File: src/rtl/hazard_pkg.sv
// Shared constants and types for the forwarding / hazard-control unit.
// Forward selects, stall FSM states and load-latency bounds.
package hazard_pkg;

  localparam logic [1:0] FWD_RF  = 2'b00;
  localparam logic [1:0] FWD_WB  = 2'b01;
  localparam logic [1:0] FWD_MEM = 2'b10;

  typedef enum logic {
    IDLE  = 1'b0,
    STALL = 1'b1
  } state_e;

  localparam int LOAD_LAT_MIN = 1;
  localparam int LOAD_LAT_MAX = 7;

endpackage

File: src/rtl/hazard_fwd_ctrl_fwd_select.sv
// One EX operand forward select: MEM beats WB, x0 never forwarded.
// Instantiated once per source operand.
module fwd_select
  import hazard_pkg::*;
#(
  parameter int REG_AW = 5
) (
  input  logic [REG_AW-1:0] rs,
  input  logic [REG_AW-1:0] mem_rd,
  input  logic              mem_regwrite,
  input  logic [REG_AW-1:0] wb_rd,
  input  logic              wb_regwrite,
  output logic [1:0]        sel
);

  logic mem_hit;
  logic wb_hit;

  assign mem_hit = mem_regwrite && (mem_rd != '0) && (mem_rd == rs);
  assign wb_hit  = wb_regwrite && (wb_rd != '0) && (wb_rd == rs);

  // Pick the youngest producer of the operand.
  always_comb begin
    sel = FWD_RF;
    priority case (1'b1)
      mem_hit: sel = FWD_MEM;
      wb_hit:  sel = FWD_WB;
      default: sel = FWD_RF;
    endcase
  end

endmodule

File: src/rtl/hazard_fwd_ctrl.sv
// Forwarding, load-use stall FSM, branch flush and perf counters.
// Branch flush always wins over a stall.
module hazard_fwd_ctrl
  import hazard_pkg::*;
#(
  parameter int REG_AW   = 5,
  parameter int LOAD_LAT = 1,
  parameter int CNT_W    = 16
) (
  input  logic              clk,
  input  logic              rst,
  input  logic [REG_AW-1:0] id_rs1,
  input  logic [REG_AW-1:0] id_rs2,
  input  logic [REG_AW-1:0] ex_rs1,
  input  logic [REG_AW-1:0] ex_rs2,
  input  logic [REG_AW-1:0] ex_rd,
  input  logic              ex_memread,
  input  logic [REG_AW-1:0] mem_rd,
  input  logic [REG_AW-1:0] wb_rd,
  input  logic              mem_regwrite,
  input  logic              wb_regwrite,
  input  logic              branch_taken,
  output logic [1:0]        forward_a,
  output logic [1:0]        forward_b,
  output logic              pc_write,
  output logic              ifid_write,
  output logic              ifid_flush,
  output logic              idex_bubble,
  output logic [CNT_W-1:0]  stall_cnt,
  output logic [CNT_W-1:0]  flush_cnt
);

  if (LOAD_LAT < LOAD_LAT_MIN || LOAD_LAT > LOAD_LAT_MAX) begin : g_lat_chk
    $error("hazard_fwd_ctrl: LOAD_LAT out of range 1..7");
  end

  localparam logic [2:0] LAT_M1 = 3'(LOAD_LAT - 1);

  logic [1:0]       fa_raw;
  logic [1:0]       fb_raw;
  logic             luse;
  logic             stall;
  state_e           state_q, state_d;
  logic [2:0]       cnt_q, cnt_d;
  logic [CNT_W-1:0] stall_cnt_q, stall_cnt_d;
  logic [CNT_W-1:0] flush_cnt_q, flush_cnt_d;

  fwd_select #(.REG_AW(REG_AW)) u_fwd_a (
    .rs           (ex_rs1),
    .mem_rd       (mem_rd),
    .mem_regwrite (mem_regwrite),
    .wb_rd        (wb_rd),
    .wb_regwrite  (wb_regwrite),
    .sel          (fa_raw)
  );

  fwd_select #(.REG_AW(REG_AW)) u_fwd_b (
    .rs           (ex_rs2),
    .mem_rd       (mem_rd),
    .mem_regwrite (mem_regwrite),
    .wb_rd        (wb_rd),
    .wb_regwrite  (wb_regwrite),
    .sel          (fb_raw)
  );

  assign luse = ex_memread && (ex_rd != '0) &&
                ((ex_rd == id_rs1) || (ex_rd == id_rs2));

  // In STALL the load has left EX, so luse no longer matters.
  assign stall = (state_q == STALL) || luse;

  // Pipeline control: reset quiets everything, branch beats stall.
  always_comb begin
    forward_a   = fa_raw;
    forward_b   = fb_raw;
    pc_write    = 1'b1;
    ifid_write  = 1'b1;
    ifid_flush  = 1'b0;
    idex_bubble = 1'b0;
    if (rst) begin
      forward_a  = FWD_RF;
      forward_b  = FWD_RF;
      pc_write   = 1'b0;
      ifid_write = 1'b0;
    end else if (branch_taken) begin
      ifid_flush  = 1'b1;
      idex_bubble = 1'b1;
    end else if (stall) begin
      pc_write    = 1'b0;
      ifid_write  = 1'b0;
      idex_bubble = 1'b1;
    end
  end

  // Stall FSM: first stall cycle in IDLE, the rest counted in STALL.
  always_comb begin
    state_d = state_q;
    cnt_d   = cnt_q;
    if (branch_taken) begin
      state_d = IDLE;
      cnt_d   = '0;
    end else begin
      unique case (state_q)
        IDLE: begin
          if (luse && LOAD_LAT > 1) begin
            state_d = STALL;
            cnt_d   = LAT_M1;
          end
        end
        STALL: begin
          cnt_d = cnt_q - 3'd1;
          if (cnt_q <= 3'd1) begin
            state_d = IDLE;
            cnt_d   = '0;
          end
        end
        default: begin
          state_d = IDLE;
          cnt_d   = '0;
        end
      endcase
    end
  end

  // Saturating performance counters.
  always_comb begin
    stall_cnt_d = stall_cnt_q;
    flush_cnt_d = flush_cnt_q;
    if (stall && !branch_taken && !(&stall_cnt_q))
      stall_cnt_d = stall_cnt_q + 1'b1;
    if (branch_taken && !(&flush_cnt_q))
      flush_cnt_d = flush_cnt_q + 1'b1;
  end

  // State registers with synchronous reset.
  always_ff @(posedge clk) begin
    if (rst) begin
      state_q     <= IDLE;
      cnt_q       <= '0;
      stall_cnt_q <= '0;
      flush_cnt_q <= '0;
    end else begin
      state_q     <= state_d;
      cnt_q       <= cnt_d;
      stall_cnt_q <= stall_cnt_d;
      flush_cnt_q <= flush_cnt_d;
    end
  end

  assign stall_cnt = stall_cnt_q;
  assign flush_cnt = flush_cnt_q;

endmodule
File: config.mk
export PLATFORM = sky130hd
export DESIGN_NAME = hazard_fwd_ctrl
export DESIGN_NICKNAME = d
export VERILOG_FILES = /design/src/rtl/hazard_pkg.sv /design/src/rtl/hazard_fwd_ctrl_fwd_select.sv /design/src/rtl/hazard_fwd_ctrl.sv
export SDC_FILE = /design/constraint.sdc
export NUM_CORES = 1
export LEC_CHECK = 0
export CAP_MARGIN = 20
export CORE_UTILIZATION = 41
export CTS_CLUSTER_SIZE = 25
export DETAILED_ROUTE_END_ITERATION = 16
export PLACE_DENSITY_LB_ADDON = 0.12
export REMOVE_ABC_BUFFERS = 1
export SLEW_MARGIN = 20
export SYNTH_ARGS = -nofsm -noshare
export SYNTH_HDL_FRONTEND = slang
export SYNTH_SLANG_ARGS = --single-unit
File: constraint.sdc
create_clock -name clk -period 1.67 [get_ports clk]
set_input_delay 0.167 -clock clk [delete_from_list [all_inputs] [get_ports clk]]
set_output_delay 0.167 -clock clk [all_outputs]
set_load 0.005 [all_outputs]
Word-level counts from Yosys, hierarchy flattened
Index checks and enable logic that the tools add are counted. Widths: inputs -> output; s select.

Eq/ne operators: 6. Mux-type cells: 16. Bitwise gates (word level): 1. $add $sub $neg: 3. Magnitude comparators: 1. Reductions and logical operators: 23.

Operators with widths (number): $add 16x1->16 const B (2); $reduce_and 16->1 (2); $eq 5x5->1 (6); $reduce_bool 5->1 (3); $logic_and 1x1->1 (11); $mux 1 (11); $mux 2 (4); $le 3x1->1 const B (1); $logic_not 1->1 (3); $mux 3 (1); $reduce_or 3->1 (1); $sub 3x1->3 const B (1); $logic_or 1x1->1 (2); $reduce_or 2->1 (1); $not 1->1 (1).

Bits of input ports: 41. Register bits after elaboration: 36. Output and inout port bits: 40. Logic and storage cells: 54.

Depth between registers and ports, before layout
Depth after elaboration: 7. Depth in mapped cells: 8. Gate-level depth less buffers: 7.

By module
From an unflattened synthesis, not the netlist that was laid out.

Cell total of the unflattened synthesis: 274. Area total of the unflattened synthesis: 2240.9 sq um.

Modules (own cells, without submodules): hazard_fwd_ctrl (sequential area each 720.7 sq um, area each 1923.1 sq um, instances 1, cells an instance 232); fwd_select (sequential area each 0.0 sq um, area each 158.9 sq um, instances 2, cells an instance 21).

Worst setup path after synthesis
OpenSTA, ideal clock, no wires.

Path kind: flip-flop to flip-flop. Start point: register stall_cnt_q[0], in the netlist stall_cnt[0]. End point: register stall_cnt_q[5], in the netlist stall_cnt[5]. Period minus slack after synthesis: 1.832 ns. Required time: 1.547 ns. Path buffers: 0. Cell stages (with the launch flop): 8. Setup slack: -0.162 ns. Library setup time: 0.123 ns. Arrival time: 1.708 ns. Cell sequence: dfxtp_1 -> ha_1 -> nand3_1 -> nor3_1 -> a221oi_1 -> nand2_1 -> nor3_1 -> mux2_1.

Longest elaborated chain between the ends: 3. Elaborated cells on any way between the ends: 4. Those cells by class: add/sub (1); reduce/logical (3).

RTL lines: start, declared (line hazard_fwd_ctrl.sv:45) `logic [CNT_W-1:0] stall_cnt_q, stall_cnt_d;`; start signal, assigned (line hazard_fwd_ctrl.sv:145) `stall_cnt_q <= stall_cnt_d;`; parallel branches: the longest is 3 deep, another holds $add 16x1->16.

Parallel ways; which one is timed is not known. A chain may end at the register's enable or synchronous reset.

Worst setup path in the final report
Same ends and word-level chain as after synthesis.

==> metrics.txt <==
DRC=0; H-tree levels=2; total wire length=7880 um; number of buffers added on ports=80; unrepaired setup endpoints after global routing=true; Yosys reg bits=36; syn_area_per_cell=8.02 um^2; Final Wtd Congestion=0.834; top-count cell post-synth=nor2_1; Hold WC Path Type=in2reg; placed cell areas=3700 um^2; VDD IR max=406 uV; post-route setup slack=-0.162 ns; detailed-route via count=2795; Synth-to-Final Area Change=92.5%; crit start category=register; max-cap viol count=0; Seq/Total Area, Yosys=32.3%; Fill cells=313; Synth Instances=278; CTS tree=yes; Post-synth EDFFs=0; Synth Flop Type=dfxtp_1; failing checks=negative setup slack; Placed Cells=503; crit path kind=reg2reg; async set-reset flop share out of synthesis=0%; starting density of the core=43.1%; Slew headroom=72.3%; routed len/inst=14.9 um; Final nets=503; Max Root-Sink Buffers=2; CP max FO=3; Finished Layout Cells=529; pwr dens=487 nW/um^2; Static Leak=1.70 nW; final hold slack=0.503 ns; final hold viol count=0; clk slew on worst S/H paths=0.07 ns; count of warnings emitted by yosys=0; hpwl dp=4900 um; row count=26; CP Data Arrival Time=2.01 ns; total core area=5170 um^2; status=complete, but fails checks; GRT Util Overall=26.0%; fin crit share=110%; initial DRC count=122; Die W=75.8 um; Placement Setup Slack=-0.816 ns; Final Skew=0.00633 ns; Worst R2R Path Depth=7; fin crit period=1.83 ns; ANT cells=0; Die Y=75.8 um; Least-Margin Pin Slew=0.413 ns; # setup viols final=17; Via density=5.28; Die ar.=5740 um^2; initial antenna violation count=0; count of cell types in the netlist=38; layout cell share with drive strength beyond 1=44.2%; GRT overflow=0; vias in the first global route=2593; I/O pin count=81; first-pass GRT wire length=11500 um; most frequent cells after synthesis=38 x nor2_1, 36 x dfxtp_1, 25 x xnor2_1; synth top area cells=dfxtp_1 32%, xnor2_1 9.8%, xor2_1 7.9%, nor2_1 6.4%, nand3_1 4.3%; Final Util=83.0%; clk sinks=36; Routed Antenna Nets=0; share of the synthesized area in the top cell type=32.3%; Synth area leader=dfxtp_1; Max Clock Freq=546 MHz; worst-skew pair later-pin latency=0.29 ns; Worst Path Required=1.85 ns; CTS Buf Count=5; Final Instance Area=4290 um^2; CP Capture Type=register; cell count of the worst hold path=3; DRT Pass-1 Iters=4; Root Driver=clkbuf_8; Slew Limit Fails=0; Netlist Area Pre-Place=2230 um^2; pin count of the biggest net entering global routing=49
report_power, final:
group          switching [W]  internal [W]  leakage, nW  total (W)
Sequential        0.00000600      0.000861        0.298   0.000867
Clock               0.000334      0.000442       0.0541   0.000776
Combinational       0.000201      0.000249         1.35   0.000450
critical path: stages (launching register included):
cell and delay [ns]:
dfxtp_4 0.36, ha_4 0.16, nand3_2 0.09, nor3_4 0.06
a221oi_2 0.40, nand2_2 0.16, nor3_2 0.16, mux2_4 0.31
sequential cells by signal, indices dropped and copies added (netlist names):
signal / flops
flush_cnt: 16
stall_cnt: 16
state_q: 1
cnt_q: 3
cells in the final DEF, fill, tap and decap left out, drive strengths merged, types with 11 or more instances in the layout:
master,instances
nand3,19
nor4,11
xor2,20
nor3,12
a21oi,15
nor2,38
clkdlybuf4s50,39
dfxtp,36
nand2,18
buf,117
dlygate4sd2,11
xnor2,25
final timing paths:
check | from | to | slack, ns
worst min-delay path | rst | stall_cnt[2]$_SDFFE_PP0P_ | 0.50
worst min register to register | flush_cnt[13]$_SDFFE_PP0P_ | flush_cnt[13]$_SDFFE_PP0P_ | 0.53
worst max-delay path | stall_cnt[0]$_SDFFE_PP0P_ | stall_cnt[5]$_SDFFE_PP0P_ | -0.16
worst max register to register | stall_cnt[0]$_SDFFE_PP0P_ | stall_cnt[5]$_SDFFE_PP0P_ | -0.16
cell type report:
| cell class | count | area (um^2) | share of cell area, % |
|---|---|---|---|
| multi-input cells | 225 | 1790 | 41.7 |
| clock buffers | 5 | 68.8 | 1.60 |
| well taps | 70 | 87.6 | 2.04 |
| clock inverters | 3 | 42.5 | 0.991 |
| inverters | 8 | 30.0 | 0.699 |
| flip-flops and latches | 36 | 743 | 17.3 |
| repair buffers | 182 | 1530 | 35.7 |
through the flow:
step	setup TNS, ns	total power (W)
floorplan	-0.587	0.000997
global placement	-15.30	0.00125
detailed placement	-15.96	0.00126
CTS	-0.199	0.00203
global route	-2.55	0.00218
finish	-0.810	0.00209
layer usage:
| metal | vias up | global-route usage, % | share of wire, % |
|---|---|---|---|
| met2 | 104 | 47.4 | 51 |
| li1 | 1349 | - | - |
| met1 | 1320 | 31.2 | 41 |
| met4 | 0 | 6.79 | 3.1 |
| met5 | - | 0 | 0 |
| met3 | 22 | 4.50 | 5.0 |
cells by family after synthesis:
logic type | Yosys count | synth area share [%]
adders and majority gates | 4 | 2.24
AOI/OAI and AO/OA | 34 | 9.65
DFF | 36 | 32.3
buffers and inverters | 17 | 3.37
and+or+nand+nor | 135 | 30.9
xor gates and xnor gates | 45 | 17.7
muxes | 7 | 3.87
timing repair:
action,in CTS,in global routing
endpoints found under the setup margin,29,35
hold endpoints to repair,0,0
hold buffers,0,0
gates cloned,1,0
pin swaps,42,38
gates resized for setup,144,66
buffers inserted,14,5
No activity file was read; power rests on OpenSTA's default activity.
